$ cat src/rtl/l2_cache_control.sv
// Two-way write-back L2 sequencer: hits complete in 2 cycles, misses add writeback (W) and fill (F) time.
// The L1 request is held until mem_resp. The FSM waits on pmem_resp, and pmem transactions always run to completion.
module l2_cache_control #(
   parameter int CNT_WIDTH = 16
) (
   input  logic                 clk,
   input  logic                 reset,
   input  logic                 mem_read,
   input  logic                 mem_write,
   output logic                 mem_resp,
   input  logic                 cache_hit,
   input  logic                 dirtyout,
   input  logic                 pmem_resp,
   output logic                 pmem_read,
   output logic                 pmem_write,
   output logic                 write_enable,
   output logic                 cache_allocate,
   output logic                 datain_mux_sel,
   output logic                 valid_in,
   output logic                 dirty_datain,
   output logic                 pmem_address_sel,
   output logic [CNT_WIDTH-1:0] hit_count,
   output logic [CNT_WIDTH-1:0] miss_count,
   output logic [CNT_WIDTH-1:0] wb_count
);

   typedef enum logic [1:0] {IDLE, CHECK, WRITEBACK, FETCH} state_t;

   state_t state;
   logic   refill;
   logic   req;

   assign req = mem_read | mem_write;

   always_comb begin
      mem_resp         = 1'b0;
      pmem_read        = 1'b0;
      pmem_write       = 1'b0;
      write_enable     = 1'b0;
      cache_allocate   = 1'b0;
      datain_mux_sel   = 1'b0;
      valid_in         = 1'b0;
      dirty_datain     = 1'b0;
      pmem_address_sel = 1'b0;
      case (state)
         CHECK: begin
            if (req && cache_hit) begin
               mem_resp = 1'b1;
               if (mem_write) begin
                  write_enable   = 1'b1;
                  datain_mux_sel = 1'b1;
                  valid_in       = 1'b1;
                  dirty_datain   = 1'b1;
               end
            end
         end
         WRITEBACK: begin
            pmem_write       = 1'b1;
            pmem_address_sel = 1'b1;
         end
         FETCH: begin
            pmem_read = 1'b1;
            // The fill is written into the LRU way in the same cycle that the memory responds.
            if (pmem_resp) begin
               write_enable   = 1'b1;
               cache_allocate = 1'b1;
               valid_in       = 1'b1;
            end
         end
         default: ;
      endcase
   end

   always_ff @(posedge clk or posedge reset) begin
      if (reset) begin
         state      <= IDLE;
         refill     <= 1'b0;
         hit_count  <= '0;
         miss_count <= '0;
         wb_count   <= '0;
      end else begin
         case (state)
            IDLE: begin
               if (req) begin
                  state  <= CHECK;
                  refill <= 1'b0;
               end
            end
            CHECK: begin
               if (!req) begin
                  state <= IDLE;
               end else if (cache_hit) begin
                  state <= IDLE;
                  if (!refill && hit_count != '1)
                     hit_count <= hit_count + 1'b1;
               end else begin
                  // A miss on the post-fill re-check is retried but is not counted a second time.
                  if (!refill && miss_count != '1)
                     miss_count <= miss_count + 1'b1;
                  state <= dirtyout ? WRITEBACK : FETCH;
               end
            end
            WRITEBACK: begin
               if (pmem_resp) begin
                  state <= FETCH;
                  if (wb_count != '1)
                     wb_count <= wb_count + 1'b1;
               end
            end
            FETCH: begin
               if (pmem_resp) begin
                  state  <= CHECK;
                  refill <= 1'b1;
               end
            end
         endcase
      end
   end

endmodule

$ cat config.mk
export PLATFORM = sky130hd
export DESIGN_NAME = l2_cache_control
export DESIGN_NICKNAME = d
export VERILOG_FILES = /design/src/rtl/l2_cache_control.sv
export SDC_FILE = /design/constraint.sdc
export NUM_CORES = 1
export LEC_CHECK = 0
export ABC_AREA = 1
export CELL_PAD_IN_SITES_DETAIL_PLACEMENT = 2
export CELL_PAD_IN_SITES_GLOBAL_PLACEMENT = 2
export CORE_UTILIZATION = 31
export DETAILED_ROUTE_END_ITERATION = 16
export HOLD_SLACK_MARGIN = 0.12
export PLACE_DENSITY_LB_ADDON = 0.08
export SYNTH_ARGS = -nofsm -noshare
export SYNTH_HDL_FRONTEND = slang
export SYNTH_SLANG_ARGS = --single-unit
$ cat constraint.sdc
create_clock -name clk -period 4.3 [get_ports clk]
set_input_delay 0.86 -clock clk [delete_from_list [all_inputs] [get_ports clk]]
set_output_delay 0.86 -clock clk [all_outputs]
set_load 0.02 [all_outputs]
# Yosys cells after proc, flatten, opt, wreduce, memory -nomap -nowiden
# Cells that the tools add are included.
[op_classes] add_sub_neg=3 eq_ne=9 mux=20 bitwise_logic=2 reduce_logical=11
[op_table] op="$add A16 B1 Y16 const B" count=3
[op_table] op="$ne A16 B16 Y1 const B" count=3
[op_table] op="$mux W1" count=12
[op_table] op="$mux W2" count=5
[op_table] op="$reduce_and A3 Y1" count=3
[op_table] op="$pmux W2 S4" count=1
[op_table] op="$reduce_and A4 Y1" count=2
[op_table] op="$ne A2 B2 Y1 const B" count=3
[op_table] op="$eq A2 B2 Y1 const B" count=2
[op_table] op="$pmux W1 S2" count=2
[op_table] op="$logic_and A1 B1 Y1" count=3
[op_table] op="$eq A2 B1 Y1 const B" count=1
[op_table] op="$logic_not A2 Y1" count=1
[op_table] op="$reduce_bool A2 Y1" count=1
[op_table] op="$logic_not A1 Y1" count=1
[op_table] op="$not A1 Y1" count=1
[op_table] op="$or A1 B1 Y1" count=1
[totals] regBits=51 inputBits=7 out_inout_bits=57 elab_cells=50

# Depth between registers and ports, before layout
# Gate-level depths: netlist of the first run.
[depth] depth_word=4 depth_mapped=11 depth_no_buf=10

# Worst setup path before layout of the first run
# No wires, ideal clock.
[synth_path] path_type="input -> output" startpoint="in cache_hit" endpoint="out write_enable" arrival_time_ns=1.730 t_required_ns=3.440 path_slack_ns=1.710 path_stages=3 path_buffers=1 cell_sequence="nand2_1 o21ai_0 buf_4"
[synth_via] elab_chain_cells=3
[synth_lines] element="from (decl)" line="11" rtl="input logic cache_hit,"
[synth_lines] element="$logic_and A1 B1 Y1" line="47" rtl="if (req && cache_hit) begin"
[synth_lines] element="$mux W1"
[synth_lines] element="$pmux W1 S2"
[synth_lines] element="to (decl)" line="16" rtl="output logic write_enable,"
# Every way passes these cells.

# Final worst setup path of the first run
[layout_path] startpoint="in cache_hit" endpoint="out valid_in"
[layout_via] elab_chain_cells=3
[layout_lines] element="$logic_and A1 B1 Y1" line="47"
[layout_lines] element="$mux W1" line="47"
[layout_lines] element="$pmux W1 S2" line="45" rtl="case (state)"
[layout_lines] element="to (decl)" line="19" rtl="output logic valid_in,"
# Every way passes these cells.

==> summary.md, run 1 <==
| Metric | Value |
|---|---|
| Initial drt markers | 71 |
| Measured slew at the worst slew-check pin | 0.9747 ns |
| IO Count | 64 |
| Clock transition at path regs | 0.10 ns |
| Post-synthesis cell area | 3258 um^2 |
| Largest net degree at the start of global routing | 38 |
| Initial antenna violation count | 0 |
| Via density | 4.840 |
| Syn avg cell area | 6.903 um^2 |
| Syn Nets | 486 |
| DRT Wirelength | 10430 um |
| Final Hold Vio Count | 0 |
| Remaining DRCs | 0 |
| Crit-path most repeated cell | clkdlybuf4s50_1 |
| Area of the core | 10280 um^2 |
| TritonRoute pass-1 iters | 4 |
| Layout area overhead | 24.69% |
| Setup Skew | 0.005316 ns |
| Layout cells sized above 1 | 6.004% |
| Worst min-delay path category | reg -> reg |
| Crit path max fanout | 4 |
| Die Wd | 104.5 um |
| GRT Total Usage | 19.99% |
| Routability cong. | 0.7713 |
| Tmin final | 3.216 ns |
| Placed insts | 663 |
| Power density over cell area | 369.0 nW/um^2 |
| Detailed placement HPWL | 7960 um |
| # rows | 37 |
| Max Clock Freq | 311.0 MHz |
| Initial Util | 31.70% |
| Vias in the first global route | 3463 |
| PortBufs | 63 |
| Final ANT Viol Nets | 0 |
| Post-synthesis cell count | 472 |
| DR vias | 3238 |
| TritonCTS buffer count | 5 |
| Setup bufs post-CTS | 0 |
| Fin Setup TNS | 0 ns |
| RSZ-0062 raised after global routing | no |
| Die height | 104.5 um |
| CP cell instances | clkdlybuf4s50_1, nand2_1, o21ai_0, clkdlybuf4s50_1 |
| #FFs+latches synth | 51 |
| Final period utilization | 74.78% |
| Final setup fails | 0 |
| Fill count | 1281 |
| Final Max Slew Viols | 0 |
| CTS Hold Bufs | 0 |
| Commonest non-fill, non-tap cell in the layout | nand2_1 |
| CP required | 3.44 ns |
| Crit-path max cell delay | 0.64 ns |
| Relative slew slack | 34.78% |
| Worst skew pair latency | 0.30 ns |
| Synth unique cells | 23 |
| Top post-synthesis cells by area | dfrtp_1 (39%), nand2_1 (23%), nor2_1 (6.2%) |
| Util after Layout | 39.53% |
| Crit path launch type | input pin |
| Synth top area share | 39.17% |
| GRT overflow | 0 |
| CTS root buf | clkbuf_8 |
| Cts repair resizes | 0 |
| Critical Path AT | 2.36 ns |
| Buffers from clock root to sink, at most | 2 |
| Die footprint | 10920 um^2 |
| Fin nets | 548 |
| WL/cell | 15.58 um |
| Max cap viols | 0 |
| H-Tree Level Count | 2 |
| Yosys top cell by area | dfrtp_1 |
| Crit path kind | in -> out |
| Leak pwr | 1.802 nW |
| Most frequent cells in the layout | nand2_1 (203), clkdlybuf4s50_1 (63), nor2_1 (54) |
| Outcome | finished, final reports clean |
| VDD IR-drop max | 0.2291 mV |
| Clock sink total | 51 |
| First-pass GRT wire length | 17480 um |
| CTS tree | yes |
| CP max-delay cell | clkdlybuf4s50_1 |
| Crit. End Element | output port |
| Yosys warnings | 0 |
| Final std cells w/o fill | 669 |
| Register area share after synthesis | 39.17% |
| # diodes | 0 |
==> through the flow <==
| step | hold WS (ns) | power, mW | area, um^2 | worst slack [ns] |
|---|---|---|---|---|
| floorplan | 0.4884 | 1.007 | 3258 | 1.710 |
| global placement | 0.5213 | 1.213 | 3990 | 1.121 |
| detailed placement | 0.5328 | 1.237 | 3990 | 1.085 |
| CTS | 0.5535 | 1.531 | 4063 | 1.070 |
| global route | 0.5857 | 1.607 | 4063 | 0.9954 |
| finish | 0.5453 | 1.499 | 4063 | 1.084 |
==> layout make-up <==
| cell class | count | area [um^2] | share of cell area [%] |
|---|---|---|---|
| repair buffers | 64 | 638.1 | 15.71 |
| clock buffers | 6 | 72.57 | 1.786 |
| inverters | 45 | 168.9 | 4.158 |
| multi-input cells | 367 | 1737 | 42.75 |
| well taps | 136 | 170.2 | 4.188 |
| flip-flops and latches | 51 | 1276 | 31.41 |
==> cells in the mapped netlist <==
cell      count
nor2_1       54
buf_4         5
inv_1        41
o21ai_0      22
o21ai_4       2
inv_2         4
nand4_1      13
nand3_2       2
buf_2         1
nand2_4       1
dfrtp_1      51
nand3b_1      2
nor2_2        2
nor3_1        2
nand2_2      12
nand2_1     203
buf_6         3
ha_1          7
a21oi_1       1
nand3_1      21
xnor2_1      19
nor2_4        2
xor2_1        2
==> where the power goes <==
part	internal (mW)	switching, mW	total (mW)
clock network	0.110	0.168	0.277
registers	0.546	0.102	0.648
logic	0.229	0.344	0.574
==> worst max-delay path, delay by kind of cell <==
| kind | cells | cell delay, ns |
|---|---|---|
| buffers and inverters | 2 | 1.12 |
| AOI/OAI and AO/OA | 1 | 0.24 |
| and+or+nand+nor | 1 | 0.13 |
==> kinds of logic (layout without fill, tap and decap cells) <==
| kind of cell | count (synthesis) | in the layout | share of synthesized area [%] |
|---|---|---|---|
| flops | 51 | 51 | 39.17 |
| compound gates | 25 | 25 | 4.531 |
| xor+xnor | 21 | 21 | 5.645 |
| fa+ha+maj | 7 | 7 | 2.688 |
| buf+inv | 54 | 115 | 7.527 |
| simple gates | 314 | 314 | 40.44 |
==> layer usage <==
layer	vias up	share of wire [%]	global-route usage, %
met5	-	0	0
met2	39	51	35.19
li1	1581	-	-
met3	5	2.3	2.945
met1	1613	46	26.09
met4	0	0.71	3.367
==> sequential cells by signal, indices dropped and copies added, names as in the netlist <==
signal and count:
hit_count 16, miss_count 16, wb_count 16, refill 1, state 2
==> path summary, 6_finish.rpt <==
kind	start	to	slack [ns]	cells after the start
worst max register to register	hit_count[0]	hit_count[14]	2.13	8
max in group asynchronous	reset	refill	2.47	3
worst min-delay path	wb_count[15]	wb_count[15]	0.55	2
worst min register to register	wb_count[15]	wb_count[15]	0.55	2
min in group asynchronous	reset	hit_count[3]	1.05	2
worst max-delay path	cache_hit	valid_in	1.08	4
(Power assumes the default switching activity.)
==> run 2, diff against run 1 <==
CORE_UTILIZATION = 28   (was 31)
clock period = 3.1 ns   (was 4.3 ns; I/O delays follow)
==> summary.md, run 2 (synthesized netlist as in run 1, its figures left out) <==
| Metric | Value |
|---|---|
| Outcome | finished, final reports clean |
| VDD IR-drop max | 0.3083 mV (+35%) |
| Crit path max fanout | 4 (unchanged) |
| IO Count | 64 (unchanged) |
| Worst Hold Depth | 1 (-1) |
| Die height | 109.9 um (+5.1%) |
| Remaining DRCs | 0 (unchanged) |
| Via density | 4.759 (-1.7%) |
| Hold EP | wb_count[8] |
| Leak pwr | 1.871 nW (+3.8%) |
| CTS Hold Bufs | 0 (unchanged) |
| Initial drt markers | 84 (+18%) |
| Worst min-delay path category | reg -> reg |
| Area after DPL | 4034 um^2 (+1.1%) |
| Largest net degree at the start of global routing | 52 (+37%) |
| Final period utilization | 87.62% |
| DRT Wirelength | 10010 um (-4.0%) |
| FF-to-FF path depth | 8 (unchanged) |
| PortBufs | 63 (unchanged) |
| Layout area overhead | 29.15% |
| Cts repair resizes | 0 (unchanged) |
| R2r startpoint | miss_count[0] |
| GRT Total Usage | 18.24% (-1.7 points) |
| Power density over cell area | 562.2 nW/um^2 (+52%) |
| TritonCTS buffer count | 5 (unchanged) |
| Fill count | 1383 (+8.0%) |
| Measured slew at the worst slew-check pin | 0.5543 ns (-0.4204 ns) |
| Clock transition at path regs | 0.07 ns (-0.03 ns) |
| Vias in the first global route | 3469 (+0.17%) |
| Setup bufs post-CTS | 0 (unchanged) |
| Largest registers | hit_count (16), miss_count (16), wb_count (16) |
| Commonest non-fill, non-tap cell in the layout | nand2_1 |
| Crit path kind | in -> out |
| Die Wd | 109.9 um (+5.1%) |
| Fin Setup TNS | 0 ns (unchanged) |
| First-pass GRT wire length | 16860 um (-3.6%) |
| Initial Util | 28.66% (-3.0 points) |
| # diodes | 0 (unchanged) |
| DR vias | 3241 (+0.093%) |
| GRT overflow | 0 (unchanged) |
| FF-to-FF End | miss_count[10] |
| Area of the core | 11370 um^2 (+11%) |
| Routability cong. | 0.7255 (-5.9%) |
| Max cap viols | 0 (unchanged) |
| Setup Skew | 0.008832 ns (+0.003516 ns) |
| Max Clock Freq | 368.2 MHz |
| Critical Path AT | 2.10 ns (-0.26 ns) |
| Worst skew pair latency | 0.30 ns (about the same) |
| Fin nets | 551 (+0.55%) |
| Crit. End Element | output port |
| Crit path launch type | input pin |
| H-Tree Level Count | 2 (unchanged) |
| Final Max Slew Viols | 0 (unchanged) |
| CP required | 2.48 ns (-0.96 ns) |
| Initial antenna violation count | 0 (unchanged) |
| Final ANT Viol Nets | 0 (unchanged) |
| Die footprint | 12070 um^2 (+10%) |
| Final setup fails | 0 (unchanged) |
| WL/cell | 14.69 um (-5.7%) |
| # rows | 39 (+5.4%) |
| Most frequent cells in the layout | nand2_1 (203), clkdlybuf4s50_1 (63), nor2_1 (54) |
| Clock sink total | 51 (unchanged) |
| FF-to-FF setup slack | 1.04 ns (-1.09 ns) |
| TritonRoute pass-1 iters | 4 (unchanged) |
| Finished Cell Area | 4208 um^2 (+3.6%) |
| Final Hold Vio Count | 0 (unchanged) |
| Buffers from clock root to sink, at most | 2 (unchanged) |
| Relative slew slack | 62.91% (+28 points) |
| CTS root buf | clkbuf_16 |
| Tmin final | 2.716 ns |
| Detailed placement HPWL | 7579 um (-4.8%) |
| CTS tree | yes |
| Worst Min Path Start | wb_count[8] |
| Layout cells sized above 1 | 7.063% (+1.1 points) |
| RSZ-0062 raised after global routing | no |
[run 2: cell count changes in the layout (fill, tap and decap cells not counted), sizes merged]
cell	delta
buf	+3
bufinv	+1
clkinv	+1
[run 2: stage by stage]
stage               std cells  utilization (%)  total power, mW  hold WS, ns  worst slack, ns
finish                    681            37.01            2.365       0.5366           0.3839
global route              681            37.01            2.530       0.5673           0.3006
CTS                       681            37.01            2.418       0.5485           0.3655
detailed placement        673            35.48            1.728       0.5282           0.3671
global placement          673            35.48            1.697       0.5263           0.4054
floorplan                 472                -            1.396       0.4884           0.9822
[run 2: report_power, final]
group	total, mW	internal (mW)	switching, mW	leakage (nW)
Clock	0.671	0.403	0.268	0.0868
Combinational	0.797	0.331	0.466	1.09
Sequential	0.898	0.758	0.139	0.693
[run 2: layout make-up]
class	count	area, um^2	area share [%]
Inverter	45	168.9	4.014
Timing Repair Buffer	67	673.1	16.00
Clock buffer	6	138.9	3.301
Tap cell	143	178.9	4.252
Clock inverter	2	35.03	0.8326
Sequential cell	51	1276	30.33
Multi-Input combinational cell	367	1737	41.27
[run 2: critical path, cell delays in order]
cell             delay, ns
clkdlybuf4s50_1       0.48
nand2_1               0.11
o21ai_0               0.23
clkdlybuf4s50_1       0.65
[run 2: worst max path at each step]
stage | start | to | slack [ns] | depth (start not counted)
after floorplan | state[1] | write_enable | 0.98 | 5
after global placement | cache_hit | write_enable | 0.41 | 4
after detailed placement | cache_hit | valid_in | 0.37 | 4
after CTS | cache_hit | valid_in | 0.37 | 4
after global routing | cache_hit | valid_in | 0.30 | 4
final | cache_hit | valid_in | 0.38 | 4
[run 2: layer usage]
layer / vias to the layer above / track usage [%] / share of wire, %
met3: 6 / 3.972 / 2.9
met5: - / 0 / 0
met2: 41 / 32.63 / 51
li1: 1587 / - / -
met4: 0 / 4.000 / 0.93
met1: 1607 / 22.22 / 45
==> run 3, diff against run 2 <==
SKIP_CTS_REPAIR_TIMING = 1   (was not set)
==> results of run 3 <==
Same layout as run 2: the final DEF is identical, and so are final timing and power.
==> RTL change: new RTL, settings of run 3 <==
Change the parameter `CNT_WIDTH` from 16 to 32.
--- a/src/rtl/l2_cache_control.sv
+++ b/src/rtl/l2_cache_control.sv
@@ -1,7 +1,7 @@
 // Two-way write-back L2 sequencer: hits complete in 2 cycles, misses add writeback (W) and fill (F) time.
 // The L1 request is held until mem_resp. The FSM waits on pmem_resp, and pmem transactions always run to completion.
 module l2_cache_control #(
-   parameter int CNT_WIDTH = 16
+   parameter int CNT_WIDTH = 32
 ) (
    input  logic                 clk,
    input  logic                 reset,
Ports: changed (resized hit_count, miss_count and wb_count); port bits go from 64 to 112. The function was not compared with the original's and may differ.
==> RTL change against run 3 <==
Total power up 68%. Sequential share of layout area down 1.3 points. Sequential cell count up 48. Worst setup slack worse by 0.029 ns. Synthesized area up 110%. Routed wire length up 150%. Clock power up 120%. Cell area up 100%. Combinational power up 27%. Critical path type unchanged. Critical endpoint unchanged. Largest power group unchanged. Highest routed layer unchanged.
==> RTL change: results (changes against run 3) <==
| Metric | Value |
|---|---|
| Largest net degree at the start of global routing | `100 (was 52)` |
| Sequential-to-total area share from yosys stat | `36.9% (was 39.2%)` |
| DR vias | `7,102 (was 3,241)` |
| DRT Pass-1 Iters | `4 (unchanged)` |
| Clk slew on worst S/H paths | `0.07 ns (about the same)` |
| IO Port Bufs | `111 (was 63)` |
| Clock Skews | `0.0101 ns (was 0.00883 ns)` |
| DP HPWL | `19,100 µm (was 7580 µm)` |
| Status | `complete, no violations (unchanged)` |
| First DRT Iteration DRCs | `232 (was 84)` |
| R2r startpoint | `wb_count[1]$_DFFE_PP0P_ (was miss_count[0]$_DFFE_PP0P_)` |
| Dpl cells | `1,508 (was 673)` |
| Buffers from clock root to sink, at most | `2 (unchanged)` |
| Mapped Nets | `1,103 (was 486)` |
| Total global-route track usage | `21.2% (was 18.2%)` |
| Critical Path Source | `pmem_resp (was cache_hit)` |
| First-pass GRT wire length | `40,400 µm (was 16,900 µm)` |
| Top post-synthesis cells by area | `dfrtp_1, nand2_1, nor2_1, inv_1, nand3_1 (was dfrtp_1, nand2_1, nor2_1, xnor2_1, inv_1)` |
| Fin cells | `1,525 (was 681)` |
| Biggest regs | `hit_count: 32 flops, miss_count: 32 flops, wb_count: 32 flops (was hit_count: 16 flops, miss_count: 16 flops, wb_count: 16 flops)` |
| Placed cell area | `0.00816 mm² (was 0.00403 mm²)` |
| Worst skew pair latency | `0.35 ns (was 0.30 ns)` |
| Initial antenna violation count | `1 (was 0)` |
| Crit-path max FO | `3 (was 4)` |
| Final wirelength | `24,600 µm (was 10,000 µm)` |
| Routability cong. | `0.790 (was 0.726)` |
| FFs w/ async S/R, synth | `100% (unchanged)` |
| Post-synthesis cell type count | `26 (was 23)` |
| Worst-Margin Slew | `0.700 ns (was 0.554 ns)` |
| Number of global-route vias before repair | `7,790 (was 3,469)` |
| Syn Area/Cell | `6.17 µm² (was 6.90 µm²)` |
| TritonCTS Buffers | `9 (was 5)` |
| Setup slack at placement | `0.349 ns (was 0.367 ns)` |
| Synth top cells by count | `nand2_1, nor2_1, dfrtp_1 (unchanged)` |
| # H-tree levels | `3 (was 2)` |
| Root Buffer | `clkbuf_16 (unchanged)` |
| Prevailing post-synth register cell | `dfrtp_1 (unchanged)` |
| Lkg Pwr | `3.85 nW (was 1.87 nW)` |
| Worst Path Arrival | `2.13 ns (was 2.10 ns)` |
| Min-delay src | `miss_count[31]$_DFFE_PP0P_ (was wb_count[8]$_DFFE_PP0P_)` |
| Fin nets | `1,214 (was 551)` |
| Peak VDD IR | `0.000204 V (was 0.000308 V)` |
| Worst min path class | `reg2reg (unchanged)` |
| Layout cells sized above 1 | `3.49% (was 7.06%)` |
## RTL change: changes by cell type after synthesis, sizes merged, moves of 7 or more
cell,before,now
o21ai,24,17
dfrtp,51,99
inv,45,88
nand2,216,594
buf,9,19
nor2,58,161
nand3,23,41
xor2,2,22
## RTL change: kinds of logic after synthesis
family | Yosys count | synth area share (%)
DFF | 99 | 36.9
AOI/OAI and AO/OA | 20 | 1.60
xor gates and xnor gates | 39 | 5.09
buffers and inverters | 107 | 7.08
and+or+nand+nor | 817 | 48.0
adders and majority gates | 7 | 1.30
## RTL change: report_power, final
group / switching, mW / internal, mW
Combinational: 0.656 / 0.354
Clock: 0.554 / 0.896
Sequential: 0.135 / 1.37
Total: 1.34 / 2.62
## RTL change: metal layers
| metal | wire (µm) | up-vias | track usage, % | part of all wire, % |
|---|---|---|---|---|
| li1 | - | 3507 | - | - |
| met3 | 533 | 22 | 2.63 | 2.2 |
| met1 | 11400 | 3487 | 26.5 | 46 |
| met5 | 0 | - | 0 | 0 |
| met4 | 419 | 0 | 6.16 | 1.7 |
| met2 | 12200 | 86 | 37.8 | 50 |
## RTL change: area by class of cell
type | instances | area [µm²]
inverter | 88 | 337
antenna | 1 | 2.50
multi-input combinational | 883 | 3760
timing repair buffer | 119 | 1180
clock inverter | 6 | 136
tap | 319 | 399
sequential | 99 | 2480
fill | 2896 | 14900
clock buffer | 10 | 239
## RTL change: metrics by stage
stage	power (mW)	utilization, %
detailed placement	2.57	34.8
global placement	2.54	34.8
finish	3.97	36.4
CTS	4.06	36.4
global route	4.19	36.4
floorplan	2.15	-
## RTL change: path summary, 6_finish.rpt
kind | slack [ns] | end | depth (start not counted)
max in group asynchronous | 1.85 | hit_count[15]$_DFFE_PP0P_ | 3
max | 0.35 | valid_in | 4
min reg2reg | 0.57 | miss_count[31]$_DFFE_PP0P_ | 2
min | 0.57 | miss_count[31]$_DFFE_PP0P_ | 2
max reg2reg | 0.68 | wb_count[22]$_DFFE_PP0P_ | 10
min in group asynchronous | 0.76 | hit_count[23]$_DFFE_PP0P_ | 3
## RTL change: critical path, cell delays in order
cell and delay, ns:
clkdlybuf4s50_1 0.51, nand2_1 0.19, o21ai_0 0.16, clkdlybuf4s50_1 0.64
